==> config.mk <==
export PLATFORM = sky130hd
export DESIGN_NAME = lap_memory_ctrl
export DESIGN_NICKNAME = d
export VERILOG_FILES = /design/src/rtl/lap_memory_ctrl.sv
export SDC_FILE = /design/constraint.sdc
export NUM_CORES = 1
export LEC_CHECK = 0
export ABC_AREA = 1
export BUFFER_PORTS_ARGS = -buffer_cell sky130_fd_sc_hd__buf_2
export CAP_MARGIN = 20
export CORE_ASPECT_RATIO = 2
export CORE_MARGIN = 10
export CORE_UTILIZATION = 54
export DETAILED_ROUTE_END_ITERATION = 8
export PLACE_DENSITY = 0.78
export SLEW_MARGIN = 20
export SYNTH_ARGS = -nofsm -noshare
export SYNTH_HDL_FRONTEND = slang
export SYNTH_SLANG_ARGS = --single-unit
==> constraint.sdc <==
create_clock -name clk -period 2.6 [get_ports clk]
set_clock_uncertainty 0.2 [all_clocks]
set_input_delay 0.52 -clock clk [delete_from_list [all_inputs] [get_ports clk]]
set_output_delay 0.52 -clock clk [all_outputs]
set_load 0.02 [all_outputs]
==> src/rtl/lap_memory_ctrl.sv <==
// Lap-time store for a stopwatch: circular register array with a stepped display.
// Define LAP_OVERWRITE_EN to make a write while full replace the oldest lap.
module lap_memory_ctrl #(
    parameter int WIDTH = 16,
    parameter int DEPTH = 8
) (
    input  logic                     clk,
    input  logic                     nrst,
    input  logic                     clear,
    input  logic                     write,
    input  logic                     read,
    input  logic [WIDTH-1:0]         time_in,
    output logic [WIDTH-1:0]         lap_out,
    output logic [$clog2(DEPTH)-1:0] lap_index,
    output logic [$clog2(DEPTH):0]   count,
    output logic                     full,
    output logic                     empty,
    output logic                     valid
);

    localparam int IW = $clog2(DEPTH);
    localparam logic [IW:0] FULL_CNT = (IW + 1)'(DEPTH);

    localparam logic [0:0] IDLE = 1'b0;
    localparam logic [0:0] SHOW = 1'b1;

    logic [WIDTH-1:0] mem_q [DEPTH];

    logic [0:0]       state_q, state_d;
    logic [IW-1:0]    old_q, old_d;
    logic [IW-1:0]    wr_q, wr_d;
    logic [IW:0]      count_q, count_d;
    logic [IW-1:0]    idx_q, idx_d;
    logic [WIDTH-1:0] lap_q, lap_d;
    logic [IW-1:0]    rd_addr;
    logic             mem_we;

    always_comb begin
        state_d = state_q;
        old_d   = old_q;
        wr_d    = wr_q;
        count_d = count_q;
        idx_d   = idx_q;
        lap_d   = lap_q;
        rd_addr = old_q;
        mem_we  = 1'b0;

        if (clear) begin
            state_d = IDLE;
            old_d   = '0;
            wr_d    = '0;
            count_d = '0;
            idx_d   = '0;
            lap_d   = '0;
        end else begin
            if (write) begin
                if (count_q != FULL_CNT) begin
                    mem_we  = 1'b1;
                    wr_d    = wr_q + 1'b1;
                    count_d = count_q + 1'b1;
                end
`ifdef LAP_OVERWRITE_EN
                else begin
                    // when full wr_q == old_q, so this replaces the oldest lap
                    mem_we = 1'b1;
                    wr_d   = wr_q + 1'b1;
                    old_d  = old_q + 1'b1;
                end
`endif
            end
            // read sees pre-edge count and contents, so a same-cycle write stays hidden
            if (read) begin
                if (state_q == SHOW) begin
                    if ({1'b0, idx_q} == count_q - 1'b1) begin
                        idx_d = '0;
                    end else begin
                        idx_d = idx_q + 1'b1;
                    end
                    rd_addr = old_q + idx_d;
                    lap_d   = mem_q[rd_addr];
                end else if (count_q != '0) begin
                    state_d = SHOW;
                    idx_d   = '0;
                    rd_addr = old_q;
                    lap_d   = mem_q[rd_addr];
                end
            end
        end
    end

    always_ff @(posedge clk or negedge nrst) begin
        if (!nrst) begin
            state_q <= IDLE;
            old_q   <= '0;
            wr_q    <= '0;
            count_q <= '0;
            idx_q   <= '0;
            lap_q   <= '0;
        end else begin
            state_q <= state_d;
            old_q   <= old_d;
            wr_q    <= wr_d;
            count_q <= count_d;
            idx_q   <= idx_d;
            lap_q   <= lap_d;
        end
    end

    always_ff @(posedge clk) begin
        if (mem_we) begin
            mem_q[wr_q] <= time_in;
        end
    end

    assign lap_out   = lap_q;
    assign lap_index = idx_q;
    assign count     = count_q;
    assign full      = (count_q == FULL_CNT);
    assign empty     = (count_q == '0);
    assign valid     = (state_q == SHOW);

endmodule

== After elaboration in Yosys (flattened, before gate mapping) ==
Memory sizes are Yosys's and may differ from the RTL's.
Cells that the tools add are included.
Storage, ports and cells
  flip-flop bits (word level): 27
  bits in writable memories: 128
  input bits: 21
  output and inout bits: 26
  word-level logic and storage cells: 48
  memories kept: 1
Cells by class
  $add $sub $neg: 4
  equal/unequal tests: 3
  multiplexer cells: 27
  reductions and logical operators: 8
Memories
  mem_q: depth 8, bits a word 16, rd ports 2, clocked after Yosys merged registers in 0, wr ports 1, RTL line 27  | logic [WIDTH-1:0] mem_q [DEPTH];
Operators by type and width (number)
  two-way mux 16 bit: 4
  two-way mux 3 bit: 11
  two-way mux 4 bit: 3
  two-way mux 1 bit: 9
  adder 3 x 1 -> 3 bit (second input constant): 2
  nonzero test 2 bit: 3
  adder 4 x 1 -> 4 bit (second input constant): 1
  equality test 3 x 4 -> 1 bit: 1
  equality test 4 bit (second input constant): 1
  logical NOT 4 bit: 1
  inequality test 4 bit (second input constant): 1
  AND reduction 2 bit: 2
  nonzero test 4 bit: 1
  subtractor 4 x 1 -> 4 bit (second input constant): 1
  nonzero test 3 bit: 1

== Longest topological paths before layout ==
Gate-level depths: netlist (run 1).
An unclocked memory read counts as a cell.
  depth after elaboration: 10
  gate-level depth with buffers: 17
  mapped depth without buffers: 15

== Worst setup path before layout (run 1) ==
OpenSTA, ideal clock, no wires.
  kind: register -> register
  start point: reg count_q[0], in the netlist count[0]
  end point: mem mem_q[0][0], enable pin
  setup time: 388 ps
  arrival: 2149 ps
  data required time: 2012 ps
  path slack: -137 ps
  cell stages (with the launch flop): 10
  buffers on the path: 0
  cells stage by stage: dfrtp_1 > inv_2 > ha_1 > nand2_1 > nor2_1 > inv_1 > nand2_1 > nor2_1 > nand2_1 > nor2_1
On the way
  longest elaborated chain between the ends: 6
RTL lines
  start, declared: RTL line 32  | logic [IW:0] count_q, count_d;
  start signal, assigned: RTL line 103  | count_q <= count_d;
  inequality test 4 bit: RTL line 57  | if (count_q != FULL_CNT) begin
  two-way mux 1 bit: RTL line 57
  two-way mux 1 bit: RTL line 56  | if (write) begin
  two-way mux 1 bit: RTL line 48  | if (clear) begin
  two-way mux 1 bit: RTL line 110  | if (mem_we) begin
  two-way mux 1 bit (not written as such): RTL line 111  | mem_q[wr_q] <= time_in;
  end, declared: RTL line 27
Every way passes these cells.

== Worst setup path in the final report (run 1) ==
  start point: reg count_q[1], in the netlist count[1]
  end point: reg lap_q[4], in the netlist lap_out[4]
On the way
  longest elaborated chain between the ends: 10
  elaborated cells on any way between the ends: 13
  classes of those cells: add/sub: 1; eq/ne: 1; mux: 7; reduce/logical: 3; memory: 1
RTL lines
  subtractor 4 x 1 -> 4 bit: RTL line 74  | if ({1'b0, idx_q} == count_q - 1'b1) begin
  equality test 3 x 4 -> 1 bit: RTL line 74
  two-way mux 3 bit: RTL line 74
  two-way mux 3 bit: RTL line 73  | if (state_q == SHOW) begin
  two-way mux 3 bit: RTL line 72  | if (read) begin
  two-way mux 3 bit: RTL line 48
  memory (8 x 16 bit)
  two-way mux 16 bit: RTL line 73
  two-way mux 16 bit: RTL line 72
  two-way mux 16 bit: RTL line 48
  end signal, assigned: RTL line 105  | lap_q <= lap_d;
  end, declared: RTL line 34  | logic [WIDTH-1:0] lap_q, lap_d;
Several ways; a longest one is shown, not always the timed one. The select of a mux whose other input is x is not followed.
A chain may end at the register's enable or synchronous reset.

==> impl_metrics.yaml, run 1 <==
run_status:
  status: "completed"
synthesis:
  synth_top_family_by_area: "simple AND/OR/NAND/NOR gates"
  synth_compound_area_share_pct: 1.413
  ys_dominant_reg_cell: "edfxtp_1"
  synth_top_area_share_pct: 57.90
  synth.distinct_cells: 25
  synth.ff_latch_count: 155
  synth_nets: 657
  syn_area_sq_um: 6639
  synth_area_per_cell_sq_um: 10.50
  synth.mux.area_fraction_pct: 0
  ys_warn_count: 0
  syn_inst: 632
  synth_area_leaders: "edfxtp_1, dfrtp_1, nand2_1"
  synth_most_common_cell: "nand2_1"
  synthAdderAreaFrac_pct: 0.7539
  async_reset_ff_share_pct: 17.42
  yosys-top-cells-count: "nand2_1, nand3_1, edfxtp_1"
  synthSimpleGateAreaFrac_pct: 24.73
  synth_edf_count: 128
  synth_xor_area_share_pct: 0.1319
  yosysTopAreaCell: "edfxtp_1"
  ys_seq_area_share_pct: 68.07
sta:
  final.setup.tns_ns: 0
  timing.fmax_mhz: 415.0
  slew_headroom_pct: 53.98
  timing.final.crit_share_pct: 92.68
  fin_ws_ns: 0.1903
  slew_violations: 0
  tightest_slew_ns: 0.6903
  setup_viol: 0
  rsz0062_at_grt: "true"
  finalHoldViolations: 0
  fin_crit_ns: 2.410
hold_path:
  hold_path_depth: 2
  hp-class: "in2reg"
clock_tree:
  cts_root_buffer: "clkbuf_16"
  worstSkewPairLatency_ns: 0.42
  htreeDepth: 4
  clkSinkCount: 155
  clockBufferDepth: 2
  path_clk_slew_ns: 0.06
  cts_tree: "yes"
  numCtsBuffers: 17
final_layout:
  drive_above_1_share_pct: 16.17
  finalCoreUtilization_pct: 63.64
  nNetsFinal: 717
  fin_area_sq_um: 7716
  nFillCells: 894
  syn2layout_area_growth_pct: 16.23
  antenna_cells: 0
run:
  max_cap_violations: 0
power:
  seqPwrFrac_pct: 48.2
  p_int_mw: 4.406
  combPwrFrac_pct: 7.2
  clkPwrFrac_pct: 44.5
  p_leak_nw: 3.180
  peakVddDrop_mv: 0.5448
  powerDensity_nw_per_um2: 747.5
  p_switching_mw: 1.362
  total_power_mw: 5.768
  switching_share_pct: 23.61
floorplan:
  coreArea_sq_um: 12120
  io_pins: 47
  start_util_pct: 54.76
  die_area_sq_um: 17400
  die_x_microns: 98.41
  dieHeight_microns: 176.8
  rows: 57
critical_path:
  crit_fanout: 13
  required_ns: 2.76
  reg2reg_depth: 16
  path_class: "reg2reg"
  cp-end-kind: "flip-flop"
  cp_slowest_cell: "dfrtp_1"
  cp_common_cell: "nand2_1"
  arrival_ns: 2.57
  critPathMaxStageDelay_ns: 0.39
  critical_path.cell_chain: "inv_1, ha_1, inv_1, nand2_1, nand2_1, nor2_2, nand3_4, nand2_2, buf_4, inv_1, buf_4, nand3_1, nand3_1, nand3_1, nand2_1, nand2_1"
  critPathLaunchType: "flip-flop"
route:
  ant_nets: 0
  routed_wl_microns: 15960
  viasPerCell: 5.742
  firstDrtPassIters: 5
  vias: 4892
  routedWlPerCell_microns: 18.74
  drc: 0
  drt_iter0_markers: 430
place:
  pre_cts_slack_ns: 0.08793
  portBuffers: 46
  gp_congestion: 0.8833
  postPlaceCellArea_sq_um: 7074
  hpwl_microns: 9817
global_route:
  grt_start_max_net_pins: 51
  grt_overflow_total: 0
  grt_pass1_vias: 5027
  grt_pass1_wl_microns: 25630
  antenna_found_initial: 0
  track_usage_pct: 18.69
-- metrics by stage --
| step | instances | hold slack (ns) |
|---|---|---|
| 2_1_floorplan | 632 | 0.02441 |
| 3_3_place_gp | 817 | 0.2596 |
| 3_5_place_dp | 817 | 0.2613 |
| 4_1_cts | 850 | 0.1072 |
| 5_1_grt | 852 | 0.1164 |
| 6_report | 852 | 0.1153 |
-- cells by family (layout without fill, tap and decap cells) --
group	after synthesis	count (layout)
adders and majority gates	4	4
AOI/OAI and AO/OA	15	15
DFF	155	155
buffers and inverters	69	142
and+or+nand+nor	388	388
xor gates and xnor gates	1	1
-- worst paths after layout --
kind                                to  slack [ns]        start
setup / recovery            lap_out[4]        0.19     count[1]
hold / removal                   valid        0.12         read
setup reg to reg            lap_out[4]        0.19     count[1]
hold reg to reg            lap_out[15]        0.28  lap_out[15]
max in group asynchronous   lap_out[6]        1.28         nrst
min in group asynchronous   lap_out[2]        0.47         nrst
-- power by group through the flow --
stage,Sequential (mW),Clock [mW],Combinational (mW)
2_1_floorplan,2.86,0,0.224
3_3_place_gp,2.83,0,0.401
3_5_place_dp,2.83,0,0.412
4_1_cts,2.78,2.59,0.417
5_1_grt,2.79,2.70,0.464
6_report,2.78,2.57,0.418
-- final cells by class --
| class | count | area [sq um] | share of cell area, % |
|---|---|---|---|
| sequential | 155 | 4519 | 58.57 |
| clock buffer | 17 | 425.4 | 5.513 |
| multi-input combinational | 408 | 1797 | 23.29 |
| timing repair buffer | 73 | 460.4 | 5.967 |
| inverter | 37 | 142.6 | 1.849 |
| tap | 147 | 183.9 | 2.384 |
| clock inverter | 15 | 187.7 | 2.432 |
-- cells in the final DEF, fill, tap and decap left out, types with 3 or more instances in the layout --
cell	instances
buf_4	24
clkinvlp_4	3
o21ai_0	3
inv_6	6
edfxtp_1	128
dfrtp_1	27
nand3_1	130
inv_1	33
o21a_1	3
nand2_1	174
bufinv_16	3
buf_2	46
nand2_2	3
a21oi_1	3
ha_1	4
nor2_1	78
clkbuf_16	17
inv_2	3
o22ai_1	4
-- per-layer routing --
layer	global-route usage [%]	vias to the layer above	wire (microns)
met2	32.30	230	8509
met4	11.28	0	653
li1	-	2254	-
met3	4.732	57	1011
met1	19.87	2351	5788
met5	0	-	0
-- critical path, delay by kind of cell (launching register included) --
family / cells / cell delay, ns
DFF: 1 / 0.39
adders and majority gates: 1 / 0.29
buffers and inverters: 5 / 0.61
and+or+nand+nor: 10 / 0.84
-- repair_timing --
| item | CTS | global route |
|---|---|---|
| setup endpoints to repair | 0 | 16 |
| resized for setup | 0 | 1 |
| endpoints found under the hold margin | 27 | 0 |
| buffers inserted | 0 | 2 |
| hold buffers | 1 | 0 |
-- registers in the layout, summed over array words and instances (netlist names) --
| name | count |
|---|---|
| lap_index | 3 |
| valid | 1 |
| wr_q | 3 |
| count | 4 |
| mem_q | 128 |
| lap_out | 16 |
Power figures use the tool's default switching activity.
==> run 2, diff against run 1 <==
--- a/config.mk
+++ b/config.mk
@@ -6,10 +6,10 @@
 export NUM_CORES = 1
 export LEC_CHECK = 0
 export ABC_AREA = 1
-export BUFFER_PORTS_ARGS = -buffer_cell sky130_fd_sc_hd__buf_2
+export BUFFER_PORTS_ARGS = -buffer_cell sky130_fd_sc_hd__buf_4
 export CAP_MARGIN = 20
-export CORE_ASPECT_RATIO = 2
-export CORE_MARGIN = 10
+export CORE_ASPECT_RATIO = 1.75
+export CORE_MARGIN = 4
 export CORE_UTILIZATION = 54
 export DETAILED_ROUTE_END_ITERATION = 8
 export PLACE_DENSITY = 0.78
==> run 2 against run 1 <==
Register-to-register slack about the same. Utilization grew 2.0 points. Critical path depth did not move. Critical path type unchanged. Largest power group unchanged. Highest routed layer unchanged.
==> impl_metrics.yaml, run 2 (same netlist as run 1, synthesis figures left out) <==
critical_path:
  path_class: "reg2reg"
  arrival_ns: 2.51
  critPathLaunchType: "flip-flop"
  cp-end-kind: "flip-flop"
  cp_common_cell: "nand2_1"
  critical_path.cell_chain: "inv_1, ha_1, inv_1, nand2_1, nand2_1, nand2_1, nand2_1, nand3_4, nand2_2, inv_1, buf_4, nand3_1, nand3_1, nand3_1, nand2_1, nand2_1"
  crit_fanout: 16
  cp_slowest_cell: "dfrtp_1"
  required_ns: 2.71
  cp_top_family: "simple AND/OR/NAND/NOR gates"
  cp_num_buf_inv: 4
  critPathMaxStageDelay_ns: 0.41
final_layout:
  drive_above_1_share_pct: 16.22
  top_register: "mem_q"
  most-common-layout-cells: "nand2_1, nand3_1, edfxtp_1"
  antenna_cells: 0
  fin_area_sq_um: 7878
  layout_commonest_cell: "nand2_1"
  multiInputGateArea_sq_um: 1797
  seq_area_sq_um: 4519
  syn2layout_area_growth_pct: 18.66
  largest_register_ffs: 128
  nNetsFinal: 721
  finalCoreUtilization_pct: 65.63
  nFillCells: 868
run_status:
  status: "completed"
route:
  viasPerCell: 5.587
  routed_wl_microns: 15790
  drt_iter0_markers: 490
  firstDrtPassIters: 5
  ant_nets: 0
  routedWlPerCell_microns: 18.07
  drc: 0
  vias: 4883
sta:
  whs_ns: 0.1020
  setup_viol: 0
  tightest_slew_ns: 0.5334
  fin_crit_ns: 2.410
  timing.fmax_mhz: 415.0
  finalHoldViolations: 0
  timing.final.crit_share_pct: 92.67
  slew_violations: 0
  final.setup.tns_ns: 0
  slew_headroom_pct: 64.44
hold_path:
  hp-class: "in2reg"
floorplan:
  io_pins: 47
  start_util_pct: 55.31
  coreArea_sq_um: 12000
  die_x_microns: 91.82
  dieHeight_microns: 154.7
  rows: 53
  die_area_sq_um: 14200
global_route:
  grt_pass1_wl_microns: 25450
  grt_pass1_vias: 5084
  grt_overflow_total: 0
  antenna_found_initial: 0
  grt_start_max_net_pins: 51
  track_usage_pct: 23.40
place:
  hpwl_microns: 9965
  portBuffers: 46
  postPlaceCellArea_sq_um: 7229
  gp_congestion: 0.8484
clock_tree:
  path_clk_slew_ns: 0.06
  cts_root_buffer: "clkbuf_16"
  htreeDepth: 4
  clkSinkCount: 155
  clockBufferDepth: 2
  cts_tree: "yes"
  worstSkewPairLatency_ns: 0.41
  numCtsBuffers: 17
power:
  peakVddDrop_mv: 0.6081
  total_power_mw: 5.759
  p_leak_nw: 3.216
  powerDensity_nw_per_um2: 731.1
run:
  max_cap_violations: 0
[run 2: path summary, 6_finish.rpt]
path / from / to / slack (ns) / depth (start not counted)
max: count[1] / lap_out[5] / 0.19 / 16
max reg2reg: count[1] / lap_out[5] / 0.19 / 16
max in group asynchronous: nrst / lap_out[7] / 1.55 / 2
min reg2reg: lap_out[15] / lap_out[15] / 0.28 / 2
min: read / valid / 0.10 / 2
min in group asynchronous: nrst / lap_out[1] / 0.37 / 2
[run 2: through the flow]
stage                     cells  setup WS (ns)
final                       874         0.1905
after global routing        874      -0.001061
after CTS                   872        0.09373
after detailed placement    839         0.1292
after global placement      839         0.2671
after floorplan             632        -0.1372
[run 2: worst reg2reg max path: stages, from the launching register on]
cell,delay (ns)
dfrtp_1,0.41
inv_1,0.11
ha_1,0.20
inv_1,0.05
nand2_1,0.08
nand2_1,0.05
nand2_1,0.06
nand2_1,0.09
nand3_4,0.16
nand2_2,0.12
inv_1,0.07
buf_4,0.24
nand3_1,0.12
nand3_1,0.10
nand3_1,0.08
nand2_1,0.12
nand2_1,0.05
[run 2: repair_timing]
item                       in CTS  in global routing
hold endpoints to repair       27                  0
setup buffers                   0                  2
hold buffers                    1                  0
setup endpoints to repair       0                 12
resized for setup               0                  4
[run 2: layer usage]
metal / share of wire, % / vias up / GRT usage [%]
met2: 52 / 262 / 39.69
met4: 5.4 / 0 / 14.67
met3: 7.2 / 75 / 4.672
met5: 0 / - / 0
met1: 36 / 2282 / 26.89
li1: - / 2264 / -
[run 2: where the power goes]
part	leakage, nW	internal, mW	total [mW]	switching [mW]
Clock	0.290	1.59	2.53	0.930
Sequential	1.52	2.75	2.78	0.0328
Combinational	1.40	0.152	0.450	0.297
Total	3.22	4.50	5.76	1.26
[run 2: final cells by class]
cell class                      instances  share of cell area [%]
Sequential cell                       155                   57.37
Multi-Input combinational cell        408                   22.81
Timing Repair Buffer                   77                   7.672
Clock buffer                           19                   5.496
Tap cell                              165                   2.621
Clock inverter                         13                   2.224
Inverter                               37                   1.811
